$ cat src/rtl/i2s_rx_if.sv
// AXI4-Stream audio word bus carried out of the I2S receiver.
// master: the receiver driving words out; slave: the consuming sink.
interface i2s_rx_if;
  logic [31:0] m_axis_aud_tdata;
  logic [2:0]  m_axis_aud_tid;
  logic        m_axis_aud_tvalid;
  logic        m_axis_aud_tready;

  modport master (
    output m_axis_aud_tdata,
    output m_axis_aud_tid,
    output m_axis_aud_tvalid,
    input  m_axis_aud_tready
  );

  modport slave (
    input  m_axis_aud_tdata,
    input  m_axis_aud_tid,
    input  m_axis_aud_tvalid,
    output m_axis_aud_tready
  );
endinterface

$ cat src/rtl/i2s_rx.sv
// I2S capture block: oversamples sclk/lrclk/sdata in the stream clock
// domain, deserializes one channel word per LR half-frame and buffers
// words in a 2-entry FIFO feeding an AXI4-Stream audio sink.
// Optional build macro: I2S_RX_LEFT_JUSTIFIED_EN selects left-justified
// input format (lr high = left); undefined gives standard I2S.
module i2s_rx #(
  parameter int DATA_WIDTH = 24
) (
  input  logic     m_axis_aud_aclk,
  input  logic     m_axis_aud_aresetn,
  input  logic     enable,
  input  logic     sclk_in,
  input  logic     lrclk_in,
  input  logic     sdata_0_in,
  output logic     overflow,
  input  logic     overflow_clr,
  i2s_rx_if.master m_axis
);

  localparam int W   = DATA_WIDTH;
  localparam int PAD = 28 - DATA_WIDTH;

  typedef enum logic [1:0] {
    DISABLED  = 2'd0,
    WAIT_EDGE = 2'd1,
    RUN       = 2'd2
  } state_t;

  // ---------------- pin synchronizers and bit-clock edge detect ----------
  logic [1:0] sclk_sync_q;
  logic [1:0] lr_sync_q;
  logic [1:0] sd_sync_q;
  logic       sclk_dly_q;
  logic       sclk_rise;
  logic       lr_s;
  logic       sd_s;

  // Two-flop synchronizers on all three pins plus one delay stage on sclk.
  always_ff @(posedge m_axis_aud_aclk or negedge m_axis_aud_aresetn) begin
    if (!m_axis_aud_aresetn) begin
      sclk_sync_q <= 2'b00;
      lr_sync_q   <= 2'b00;
      sd_sync_q   <= 2'b00;
      sclk_dly_q  <= 1'b0;
    end else begin
      sclk_sync_q <= {sclk_sync_q[0], sclk_in};
      lr_sync_q   <= {lr_sync_q[0], lrclk_in};
      sd_sync_q   <= {sd_sync_q[0], sdata_0_in};
      sclk_dly_q  <= sclk_sync_q[1];
    end
  end

  assign sclk_rise = sclk_sync_q[1] & ~sclk_dly_q;
  assign lr_s      = lr_sync_q[1];
  assign sd_s      = sd_sync_q[1];

  // ---------------- deserializer ----------------------------------------
  state_t       state_q;
  logic [5:0]   bitcnt_q;
  logic [W-1:0] shreg_q;
  logic         lr_prev_q;
  logic         push_q;
  logic [W-1:0] push_data_q;
  logic         push_tid_q;
  logic         lr_change;
  logic [W-1:0] bit_vec;
  logic [W-1:0] shreg_shift;

  assign lr_change = (lr_s != lr_prev_q);

  // Place the sampled bit at position W-1-bitcnt; nothing lands once
  // bitcnt reaches W, so surplus slot bits are ignored and short slots
  // leave the LSBs zero-padded.
  always_comb begin
    bit_vec = '0;
    for (int i = 0; i < W; i++) begin
      bit_vec[i] = sd_s && (int'(bitcnt_q) == (W - 1 - i));
    end
  end

  assign shreg_shift = shreg_q | bit_vec;

`ifdef I2S_RX_LEFT_JUSTIFIED_EN
  logic [W-1:0] msb_vec;
  assign msb_vec = {sd_s, {(W-1){1'b0}}};
`endif

  // Capture FSM: tracks lr, counts bits, shifts data and emits a push pulse.
  always_ff @(posedge m_axis_aud_aclk or negedge m_axis_aud_aresetn) begin
    if (!m_axis_aud_aresetn) begin
      state_q     <= DISABLED;
      bitcnt_q    <= 6'd0;
      shreg_q     <= '0;
      lr_prev_q   <= 1'b0;
      push_q      <= 1'b0;
      push_data_q <= '0;
      push_tid_q  <= 1'b0;
    end else begin
      push_q <= 1'b0;
      // lr_prev follows the line even while disabled so that the first
      // lr change seen in WAIT_EDGE is a real one.
      if (sclk_rise) begin
        lr_prev_q <= lr_s;
      end
      if (!enable) begin
        state_q  <= DISABLED;
        bitcnt_q <= 6'd0;
        shreg_q  <= '0;
      end else begin
        case (state_q)
          DISABLED: begin
            state_q  <= WAIT_EDGE;
            bitcnt_q <= 6'd0;
            shreg_q  <= '0;
          end
          WAIT_EDGE: begin
            if (sclk_rise && lr_change) begin
              state_q <= RUN;
`ifdef I2S_RX_LEFT_JUSTIFIED_EN
              bitcnt_q <= 6'd1;
              shreg_q  <= msb_vec;
`else
              bitcnt_q <= 6'd0;
              shreg_q  <= '0;
`endif
            end
          end
          RUN: begin
            if (sclk_rise) begin
              if (lr_change) begin
                push_q <= 1'b1;
`ifdef I2S_RX_LEFT_JUSTIFIED_EN
                // Edge bit is the MSB of the new channel.
                push_data_q <= shreg_q;
                push_tid_q  <= ~lr_prev_q;
                bitcnt_q    <= 6'd1;
                shreg_q     <= msb_vec;
`else
                // Edge bit is the LSB of the ending channel.
                push_data_q <= shreg_shift;
                push_tid_q  <= lr_prev_q;
                bitcnt_q    <= 6'd0;
                shreg_q     <= '0;
`endif
              end else begin
                shreg_q <= shreg_shift;
                if (bitcnt_q != 6'd63) begin
                  bitcnt_q <= bitcnt_q + 6'd1;
                end
              end
            end
          end
          default: begin
            state_q <= DISABLED;
          end
        endcase
      end
    end
  end

  // ---------------- 2-entry output FIFO ---------------------------------
  logic [W:0] mem_q [2];
  logic       wr_ptr_q;
  logic       rd_ptr_q;
  logic [1:0] count_q;
  logic [1:0] count_d;
  logic       full;
  logic       valid;
  logic       pop;
  logic       wr_en;
  logic       drop;
  logic [W:0] head;

  assign full  = (count_q == 2'd2);
  assign valid = (count_q != 2'd0);
  assign pop   = valid && m_axis.m_axis_aud_tready;
  // When full, a simultaneous pop frees the slot being written.
  assign wr_en = push_q && (!full || pop);
  assign drop  = push_q && full && !pop;

  // Occupancy next-state.
  always_comb begin
    count_d = count_q;
    if (wr_en && !pop) begin
      count_d = count_q + 2'd1;
    end else if (!wr_en && pop) begin
      count_d = count_q - 2'd1;
    end
  end

  // FIFO storage, pointers and sticky overflow flag.
  always_ff @(posedge m_axis_aud_aclk or negedge m_axis_aud_aresetn) begin
    if (!m_axis_aud_aresetn) begin
      for (int i = 0; i < 2; i++) begin
        mem_q[i] <= '0;
      end
      wr_ptr_q <= 1'b0;
      rd_ptr_q <= 1'b0;
      count_q  <= 2'd0;
      overflow <= 1'b0;
    end else begin
      if (wr_en) begin
        mem_q[wr_ptr_q] <= {push_tid_q, push_data_q};
        wr_ptr_q        <= ~wr_ptr_q;
      end
      if (pop) begin
        rd_ptr_q <= ~rd_ptr_q;
      end
      count_q <= count_d;
      if (drop) begin
        overflow <= 1'b1;
      end else if (overflow_clr) begin
        overflow <= 1'b0;
      end
    end
  end

  assign head                     = mem_q[rd_ptr_q];
  assign m_axis.m_axis_aud_tvalid = valid;
  assign m_axis.m_axis_aud_tdata  = {4'b0000, head[W-1:0], {PAD{1'b0}}};
  assign m_axis.m_axis_aud_tid    = {2'b00, head[W]};

endmodule
$ cat src/flat_wrapper.sv
// flat-port wrapper written by rule: the top's interface ports become plain ports
module i2s_rx_flat 
#(
  parameter int DATA_WIDTH = 24
)
  (m_axis_aud_aclk, m_axis_aud_aresetn, enable, sclk_in, lrclk_in, sdata_0_in, overflow, overflow_clr, m_axis_m_axis_aud_tdata, m_axis_m_axis_aud_tid, m_axis_m_axis_aud_tvalid, m_axis_m_axis_aud_tready);
  i2s_rx_if m_axis_i ();
  input  logic m_axis_aud_aclk;
  input  logic m_axis_aud_aresetn;
  input  logic enable;
  input  logic sclk_in;
  input  logic lrclk_in;
  input  logic sdata_0_in;
  output logic overflow;
  input  logic overflow_clr;
  output wire logic [$bits(m_axis_i.m_axis_aud_tdata)-1:0] m_axis_m_axis_aud_tdata;
  output wire logic [$bits(m_axis_i.m_axis_aud_tid)-1:0] m_axis_m_axis_aud_tid;
  output wire logic [$bits(m_axis_i.m_axis_aud_tvalid)-1:0] m_axis_m_axis_aud_tvalid;
  input wire logic [$bits(m_axis_i.m_axis_aud_tready)-1:0] m_axis_m_axis_aud_tready;
  assign m_axis_m_axis_aud_tdata = m_axis_i.m_axis_aud_tdata;
  assign m_axis_m_axis_aud_tid = m_axis_i.m_axis_aud_tid;
  assign m_axis_m_axis_aud_tvalid = m_axis_i.m_axis_aud_tvalid;
  assign m_axis_i.m_axis_aud_tready = m_axis_m_axis_aud_tready;
  i2s_rx #(.DATA_WIDTH(DATA_WIDTH)) u_core (.m_axis_aud_aclk(m_axis_aud_aclk), .m_axis_aud_aresetn(m_axis_aud_aresetn), .enable(enable), .sclk_in(sclk_in), .lrclk_in(lrclk_in), .sdata_0_in(sdata_0_in), .overflow(overflow), .overflow_clr(overflow_clr), .m_axis(m_axis_i));
endmodule
$ cat config.mk
export PLATFORM = sky130hd
export DESIGN_NAME = i2s_rx_flat
export DESIGN_NICKNAME = d
export VERILOG_FILES = /design/src/rtl/i2s_rx_if.sv /design/src/rtl/i2s_rx.sv /design/src/flat_wrapper.sv
export SDC_FILE = /design/constraint.sdc
export NUM_CORES = 1
export LEC_CHECK = 0
export ABC_AREA = 1
export ABC_CLOCK_PERIOD_IN_PS = 2700
export CAP_MARGIN = 30
export CORE_ASPECT_RATIO = 1.5
export CORE_MARGIN = 2
export CORE_UTILIZATION = 60
export CTS_CLUSTER_SIZE = 24
export DETAILED_ROUTE_END_ITERATION = 7
export PLACE_DENSITY_LB_ADDON = 0.08
export SETUP_SLACK_MARGIN = 0.4
export SLEW_MARGIN = 20
export SYNTH_ARGS = -nofsm -noshare
export SYNTH_HDL_FRONTEND = slang
export SYNTH_SLANG_ARGS = --single-unit
export TNS_END_PERCENT = 100
$ cat constraint.sdc
create_clock -name m_axis_aud_aclk -period 2.7 [get_ports m_axis_aud_aclk]
set_input_delay 0.54 -clock m_axis_aud_aclk [delete_from_list [all_inputs] [get_ports m_axis_aud_aclk]]
set_output_delay 0.54 -clock m_axis_aud_aclk [all_outputs]
set_load 0.03 [all_outputs]
# Yosys cells after proc, flatten, opt, wreduce, memory -nomap -nowiden
# Index checks and enable logic that the tools add are counted.
# op_classes
n_eq_ne	33
n_addsub	3
bitwise	7
order_cmp	3
n_reduce_logical	45
n_mux	28
# op_table
op	n
25-bit two-way mux	4
24-bit two-way mux	4
24-bit one-hot mux with 3 select lines	1
50-bit bitwise mux	1
6-bit by 5-bit == test with 1-bit output, second input constant	8
6-bit == test, second input constant	8
1-bit logical AND	32
6-bit two-way mux	5
25-bit demux with 1-bit select	1
6-bit by 4-bit == test with 1-bit output, second input constant	4
24-bit bitwise OR	1
6-bit one-hot mux with 3 select lines	1
6-bit by 3-bit == test with 1-bit output, second input constant	2
2-bit two-way mux	4
4-bit AND reduction	2
6-bit by 1-bit adder with 6-bit output, second input constant	1
6-bit by 2-bit == test with 1-bit output, second input constant	1
6-bit logical NOT	1
1-bit two-way mux	6
3-bit by 2-bit != test with 1-bit output, second input constant	2
6-bit != test, second input constant	1
2-bit one-hot mux with 3 select lines	1
2-bit nonzero test	3
2-bit == test, second input constant	2
17 further kinds	23
# totals
ff_bits	121
out_inout_bits	37

# Logic depth before layout (Yosys ltp)
# Gate-level depths: netlist (run 1).
# depth
depth_word	8
mapped_depth	10

# Least setup slack after synthesis (run 1)
# Ideal clock, no wire load.
# synth_timing
path_kind	register to output
start	reg u_core.rd_ptr_q
end	out m_axis_m_axis_aud_tdata[10]
path_buffers	2
arrival_ps	1219
slack_ps	941
path_stages_with_launch	6
required_time_ps	2160
cell_sequence	dfrtp_1 clkbuf_1 clkinv_1 clkbuf_1 nand2_1 nand2_1
# synth_between
elab_chain_len	4
# synth_rtl
element	line	text
start, declared	i2s_rx.sv:164	logic rd_ptr_q;
start signal, assigned	i2s_rx.sv:207	rd_ptr_q <= ~rd_ptr_q;
1-bit NOT with 2-bit output (not written as such)	i2s_rx.sv:218	assign head = mem_q[rd_ptr_q];
25-bit two-way mux (not written as such) (3 in a row)	i2s_rx.sv:218	
end, declared	flat_wrapper.sv:16	output wire logic [$bits(m_axis_i.m_axis_aud_tdata)-1:0] m_axis_m_axis_aud_tdata;
# No other way between the ends. The select of a mux whose other input is x is not followed.

# Worst setup path after layout (run 1)
# layout_timing
start	reg u_core.count_q[1]
end	out m_axis_m_axis_aud_tvalid
# layout_between
elab_chain_len	1
# layout_rtl
element	line	text
start, declared	i2s_rx.sv:165	logic [1:0] count_q;
start signal, assigned	i2s_rx.sv:209	count_q <= count_d;
2-bit nonzero test	i2s_rx.sv:175	assign valid = (count_q != 2'd0);
end, declared	flat_wrapper.sv:18	output wire logic [$bits(m_axis_i.m_axis_aud_tvalid)-1:0] m_axis_m_axis_aud_tvalid;
# No other way between the ends.

==> results of run 1 <==
cells in the final DEF (no fill, tap or decap), types with 2 or more instances in the layout:
cell type,netlist,final
nand2_1,205,205
dfrtp_1,121,121
inv_1,54,54
o21ai_0,49,49
a21oi_1,35,35
o21ai_2,25,25
dlygate4sd2_1,0,23
nor2_1,17,17
clkbuf_16,0,17
nand3_1,10,10
o21ai_1,10,10
conb_1,1,10
clkdlybuf4s50_1,0,8
buf_4,12,8
clkinv_2,0,7
nand2_2,6,6
ha_1,5,5
clkinvlp_4,0,5
o21bai_1,4,4
inv_2,3,3
nand3_2,3,3
a31oi_1,3,3
nand2_4,2,2
nor2_4,2,2
nor3_2,2,2
a21boi_1,2,2
a21boi_0,2,2
xor2_1,2,2
bufinv_16,0,2
dlymetal6s2s_1,0,2
buf_12,0,2
final cells by class:
class | count | area (um2) | share of cell area (%)
tap | 110 | 138 | 2.17
clock inverter | 14 | 133 | 2.09
timing repair buffer | 44 | 418 | 6.60
clock buffer | 18 | 429 | 6.78
inverter | 58 | 223 | 3.52
sequential | 121 | 3030 | 47.8
multi-input combinational | 403 | 1960 | 31.0
per-stage QoR:
step	area [um2]	power, uW	instances	utilization (%)	setup WS, ns
CTS	6330	4570	768	71.7	0.258
finish	6330	4520	768	71.7	0.536
detailed placement	5790	2440	736	65.5	0.343
global placement	5790	2430	736	65.5	0.385
global route	6330	4700	768	71.7	0.469
floorplan	5470	2290	618	-	0.941
cells by family (layout without fill, tap and decap cells):
| group | count (synthesis) | count (layout) |
|---|---|---|
| xor gates and xnor gates | 3 | 3 |
| adders and majority gates | 5 | 5 |
| buffers and inverters | 94 | 134 |
| AOI/OAI and AO/OA | 133 | 133 |
| other | 1 | 10 |
| DFF | 121 | 121 |
| and+or+nand+nor | 252 | 252 |
sequential cells by signal (all words and copies together) (netlist names):
register	flops
u_core.mem_q	50
u_core.push_data_q	24
u_core.shreg_q	24
u_core.bitcnt_q	6
u_core.count_q	2
u_core.lr_sync_q	2
u_core.sclk_sync_q	2
u_core.sd_sync_q	2
u_core.state_q	2
u_core.lr_prev_q	1
u_core.overflow	1
u_core.push_q	1
u_core.push_tid_q	1
u_core.rd_ptr_q	1
u_core.sclk_dly_q	1
u_core.wr_ptr_q	1
what timing repair did:
action | in CTS | in global routing
endpoints found under the setup margin | 25 | 2
setup buffers | 0 | 0
gates resized for setup | 26 | 2
worst max-delay path by stage:
stage / from / end / slack [ns] / cells after the start
finish: u_core.count_q[1]$_DFFE_PN0P_ / m_axis_m_axis_aud_tvalid / 0.54 / 3
global route: u_core.count_q[1]$_DFFE_PN0P_ / m_axis_m_axis_aud_tvalid / 0.47 / 3
CTS: u_core.rd_ptr_q$_DFFE_PN0P_ / m_axis_m_axis_aud_tdata[18] / 0.26 / 4
detailed placement: u_core.rd_ptr_q$_DFFE_PN0P_ / m_axis_m_axis_aud_tdata[26] / 0.34 / 4
global placement: u_core.rd_ptr_q$_DFFE_PN0P_ / m_axis_m_axis_aud_tdata[26] / 0.39 / 4
floorplan: u_core.rd_ptr_q$_DFFE_PN0P_ / m_axis_m_axis_aud_tdata[10] / 0.94 / 5
per-layer routing:
| metal | GRT usage (%) | share of wire (%) |
|---|---|---|
| met4 | 8.02 | 1.1 |
| met5 | 0 | 0 |
| met1 | 29.8 | 42 |
| met3 | 6.04 | 2.9 |
| met2 | 40.7 | 54 |
power breakdown:
part           total, uW  switching, uW  internal, uW
Combinational        488            353           135
Clock               2110            765          1340
Sequential          1930           44.1          1880
critical path, stage by stage, from the launching register on:
cell,delay [ns]
dfrtp_1,0.36
inv_1,0.10
nand2_4,0.10
clkdlybuf4s50_1,0.67
==> summary.txt, run 1 <==
Worst Path Max Fanout = 2
mapped cell area = 0.00543 mm2
Clock Latency Late Sink = 0.40 ns
dominant cells by area after synthesis = dfrtp_1 56%, nand2_1 14%, o21ai_0 4.5%
drc violations = 0
final hold vios = 0
H-Tree Level Count = 4
WL final = 10.5 mm
post-synthesis adder-cell area fraction = 1.15%
via count = 4026
# setup viols final = 0
Chip Width = 81.7 um
required time of the critical path = 2.16 ns
Post-CTS Hold Fix Bufs = 0
antenna diode count = 0
Startpoint Class = flip-flop
nets@finish = 658
simple-gate share of the synthesized area = 19.3%
Worst VDD drop = 0.000545 V
Post-synth top cells = 205 x nand2_1, 121 x dfrtp_1, 54 x inv_1
Syn Inst Count = 609
Layout Skew = 0.00668 ns
area leader, netlist = dfrtp_1
max_slew headroom = 59.5%
starting density of the core = 61.5%
count leader, synth = nand2_1
gr ovfl total = 0
gpl congestion = 0.815
fraction of layout cells with a size suffix above 1 = 13.5%
Reg clk slew, reported paths = 0.05 ns
minimum clock period = 2.16 ns
ys async rst share = 100%
Pre-Repair DR Iteration Count = 4
Layout area overhead = 16.6%
power per cell area = 714 mW/mm2
flop and latch count out of synthesis = 121
RSZ-0062 raised after global routing = false
setup TNS = 0 ns
I/O pins = 45
Leak Pwr = 0.00310 uW
crit path kind = reg -> out
Final Slew Violations = 0
Synth Area in Compound Gates = 14.6%
sequential-to-total area share from yosys stat = 55.7%
Via-to-Cell Ratio = 5.24
Starting DRT DRC Count = 205
Arrival @ worst endpoint = 1.62 ns
XOR/XNOR Fraction of Synth Area = 0.484%
main combinational cell family by area after synthesis = simple AND/OR/NAND/NOR gates
Syn Area/Cell = 8.92 um2
initial antenna violation count = 0
clk root buf = clkbuf_16
mux cell area share after synthesis = 0%
r2r startpoint = u_core.count_q[1]$_DFFE_PN0P_
top_reg_cell synth = dfrtp_1
Post-synth EDFFs = 0
GRT Total Usage = 24.0%
CTS tree = built
status = finished, final reports clean
Ys Warns = 0
final cycle utilization of the critical path = 80.1%
Die ar. = 0.00985 mm2
post-route ant nets = 0
Final Hold Slack = 0.0378 ns
routed length per instance = 13.6 um
Sink Count = 121
die height = 121 um
FMAX = 462 MHz
r2r worst-path depth = 9
Worst Tran Pin Value = 0.604 ns
CORE AREA = 0.00883 mm2
largest net degree at the start of global routing = 69
cell row count = 42
Clock Tree Buf Depth = 2
Port Buf Inserts = 34
Layout fillers = 702
first-pass GRT wire length = 18.1 mm
HPWL Detailed = 7.08 mm
Critical Path Sink Type = output pin
flop-to-flop setup slack = 0.91 ns
number of global-route vias before repair = 3995
CTS buffer count = 17
MaxCap Viol Count = 0
worst hold path class = in -> async
Synth top area share = 55.7%
worst r2r dst = u_core.mem_q[26]$_DFFE_PN0P_
Netlist cell types = 36
Power figures use the tool's default switching activity.
==> run 2, diff against run 1 <==
--- a/config.mk
+++ b/config.mk
@@ -6,11 +6,11 @@
 export NUM_CORES = 1
 export LEC_CHECK = 0
 export ABC_AREA = 1
-export ABC_CLOCK_PERIOD_IN_PS = 2700
+export ABC_CLOCK_PERIOD_IN_PS = 2000
 export CAP_MARGIN = 30
 export CORE_ASPECT_RATIO = 1.5
 export CORE_MARGIN = 2
-export CORE_UTILIZATION = 60
+export CORE_UTILIZATION = 58
 export CTS_CLUSTER_SIZE = 24
 export DETAILED_ROUTE_END_ITERATION = 7
 export PLACE_DENSITY_LB_ADDON = 0.08
==> constraint.sdc (replaced) <==
create_clock -name m_axis_aud_aclk -period 2 [get_ports m_axis_aud_aclk]
set_input_delay 0.4 -clock m_axis_aud_aclk [delete_from_list [all_inputs] [get_ports m_axis_aud_aclk]]
set_output_delay 0.4 -clock m_axis_aud_aclk [all_outputs]
set_load 0.03 [all_outputs]
==> run 2 against run 1 <==
Non-clock buffer count rose by 14; total power rose by 49%; sequential share of layout area fell by 2.8 points; combinational power rose by 100%; register-to-register slack got worse by 0.46 ns; worst setup slack got worse by 0.32 ns; first-iteration DRC count rose by 20%; critical endpoint is now m_axis_m_axis_aud_tdata[7]; routed wire length rose by 5.9%; cell count rose by 2.1%; via count rose by 2.0%.
==> summary.txt, run 2 (synthesis results as in run 1) <==
status = finished, final reports clean
initial antenna violation count = 0
clk root buf = clkbuf_16
Layout Skew = 0.00730 ns
Sink Count = 121
starting density of the core = 59.1%
Die ar. = 0.0102 mm2
Leak Pwr = 0.00317 uW
most used cell along the critical path = nand2_1
CTS buffer count = 17
minimum clock period = 1.79 ns
power per cell area = 999 mW/mm2
Critical Path Sink Type = output pin
WL final = 11.1 mm
antenna diode count = 0
most common library cell in the layout ignoring fill and taps = nand2_1
Startpoint Class = flip-flop
required time of the critical path = 1.60 ns
Final Slew Violations = 0
Reg clk slew, reported paths = 0.05 ns
I/O pins = 45
Pre-Repair DR Iteration Count = 4
drc violations = 0
post-route ant nets = 0
cell breakdown of the critical path = inv_4 -> clkbuf_16 -> nand2_1 -> nand2_1 -> buf_4
cell row count = 43
FMAX = 560 MHz
worst hold path class = reg -> reg
Final Cell Area = 0.00673 mm2
via count = 4107
CTS tree = built
gr ovfl total = 0
max reg flops = 50
HPWL Detailed = 7.01 mm
Arrival @ worst endpoint = 1.39 ns
Via-to-Cell Ratio = 5.24
GRT Total Usage = 22.5%
CP max stage cell = dfrtp_2
Clock Latency Late Sink = 0.40 ns
Top reg by flops = u_core.mem_q
Layout fillers = 704
Port Buf Inserts = 34
RSZ-0062 raised after global routing = true
leading cell types in the layout, fill and taps excluded = 190 x nand2_1, 120 x dfrtp_1, 52 x inv_1
Layout area overhead = 23.8%
register area = 0.00303 mm2
# setup viols final = 0
nets@finish = 672
largest net degree at the start of global routing = 52
routed length per instance = 14.1 um
dpl ws = 0.00243 ns
Multi-input gate area = 0.00204 mm2
CP peak stage delay = 0.44 ns
die height = 123 um
H-Tree Level Count = 4
setup TNS = 0 ns
first-pass GRT wire length = 18.1 mm
CORE AREA = 0.00920 mm2
MaxCap Viol Count = 0
Clock Tree Buf Depth = 2
worst setup margin = 0.213 ns
Chip Width = 83.0 um
final cycle utilization of the critical path = 89.3%
crit path kind = reg -> out
Starting DRT DRC Count = 246
top flop regs = u_core.mem_q x50, u_core.push_data_q x24, u_core.shreg_q x24
gpl congestion = 0.809
flop-to-flop setup slack = 0.45 ns
placed inst area = 0.00589 mm2
Worst VDD drop = 0.000837 V
fraction of layout cells with a size suffix above 1 = 22.2%
final hold vios = 0
number of global-route vias before repair = 3855
Worst Path Max Fanout = 8
run 2: cell types whose count changed in the layout (fill, tap and decap cells not counted), sizes merged:
cell	before	now
clkdlybuf4s50	8	6
buf	11	48
dlygate4sd2	23	1
dlygate4sd3	0	1
dlymetal6s2s	2	0
bufinv	2	4
clkinvlp	5	0
clkbuf	18	25
clkinv	8	5
inv	57	58
run 2: worst paths after layout:
check / start / cells after the start / endpoint
max: u_core.rd_ptr_q$_DFFE_PN0P_ / 5 / m_axis_m_axis_aud_tdata[7]
min: u_core.lr_sync_q[0]$_DFF_PN0_ / 0 / u_core.lr_sync_q[1]$_DFF_PN0_
max reg2reg: u_core.count_q[0]$_DFFE_PN0P_ / 10 / u_core.count_q[1]$_DFFE_PN0P_
min reg2reg: u_core.lr_sync_q[0]$_DFF_PN0_ / 0 / u_core.lr_sync_q[1]$_DFF_PN0_
max in group asynchronous: m_axis_aud_aresetn / 3 / u_core.rd_ptr_q$_DFFE_PN0P_
min in group asynchronous: m_axis_aud_aresetn / 2 / u_core.mem_q[24]$_DFFE_PN0P_
run 2: routing by layer:
layer	vias to the layer above	part of all wire [%]	global-route usage (%)	wire, um
met5	-	0	0	0
met2	75	53	37.2	5850
met1	2007	43	29.0	4720
met4	0	1.8	8.61	194
li1	2011	-	-	-
met3	14	2.8	5.58	314
run 2: cell type report:
cell class | instances | share of cell area, %
clock buffers | 23 | 6.96
clock inverters | 9 | 2.16
inverters | 58 | 3.27
multi-input cells | 403 | 30.3
flip-flops and latches | 121 | 45.0
well taps | 112 | 2.08
repair buffers | 58 | 10.2
run 2: stage by stage:
step,total power [uW],util [%],hold WS [ns],cells
2_1_floorplan,3100,-,0.104,618
5_1_grt,6970,73.1,0.354,784
6_report,6720,73.1,0.346,784
3_5_place_dp,3420,64.0,0.336,743
4_1_cts,6590,70.8,0.349,777
3_3_place_gp,3390,64.0,0.334,743
run 2: where the power goes:
group          total [uW]  leakage [uW]  switching [uW]  internal (uW)
Combinational         993       0.00123             584            408
Clock                3120      0.000305             986           2140
Sequential           2610       0.00163            65.0           2540
run 2: what timing repair did:
| action | in CTS | in global routing |
|---|---|---|
| hold endpoints to repair | 31 | 0 |
| gates cloned | 0 | 2 |
| setup endpoints to repair | 28 | 81 |
| setup buffers | 1 | 5 |
| pin swaps | 1 | 5 |
| gates resized for setup | 172 | 41 |
| hold buffers | 1 | 0 |
run 2: worst max-delay path, delay by kind of cell, from the launching register on:
family	cells	cell delay [ns]
buffers and inverters	3	0.44
DFF	1	0.44
and+or+nand+nor	2	0.11
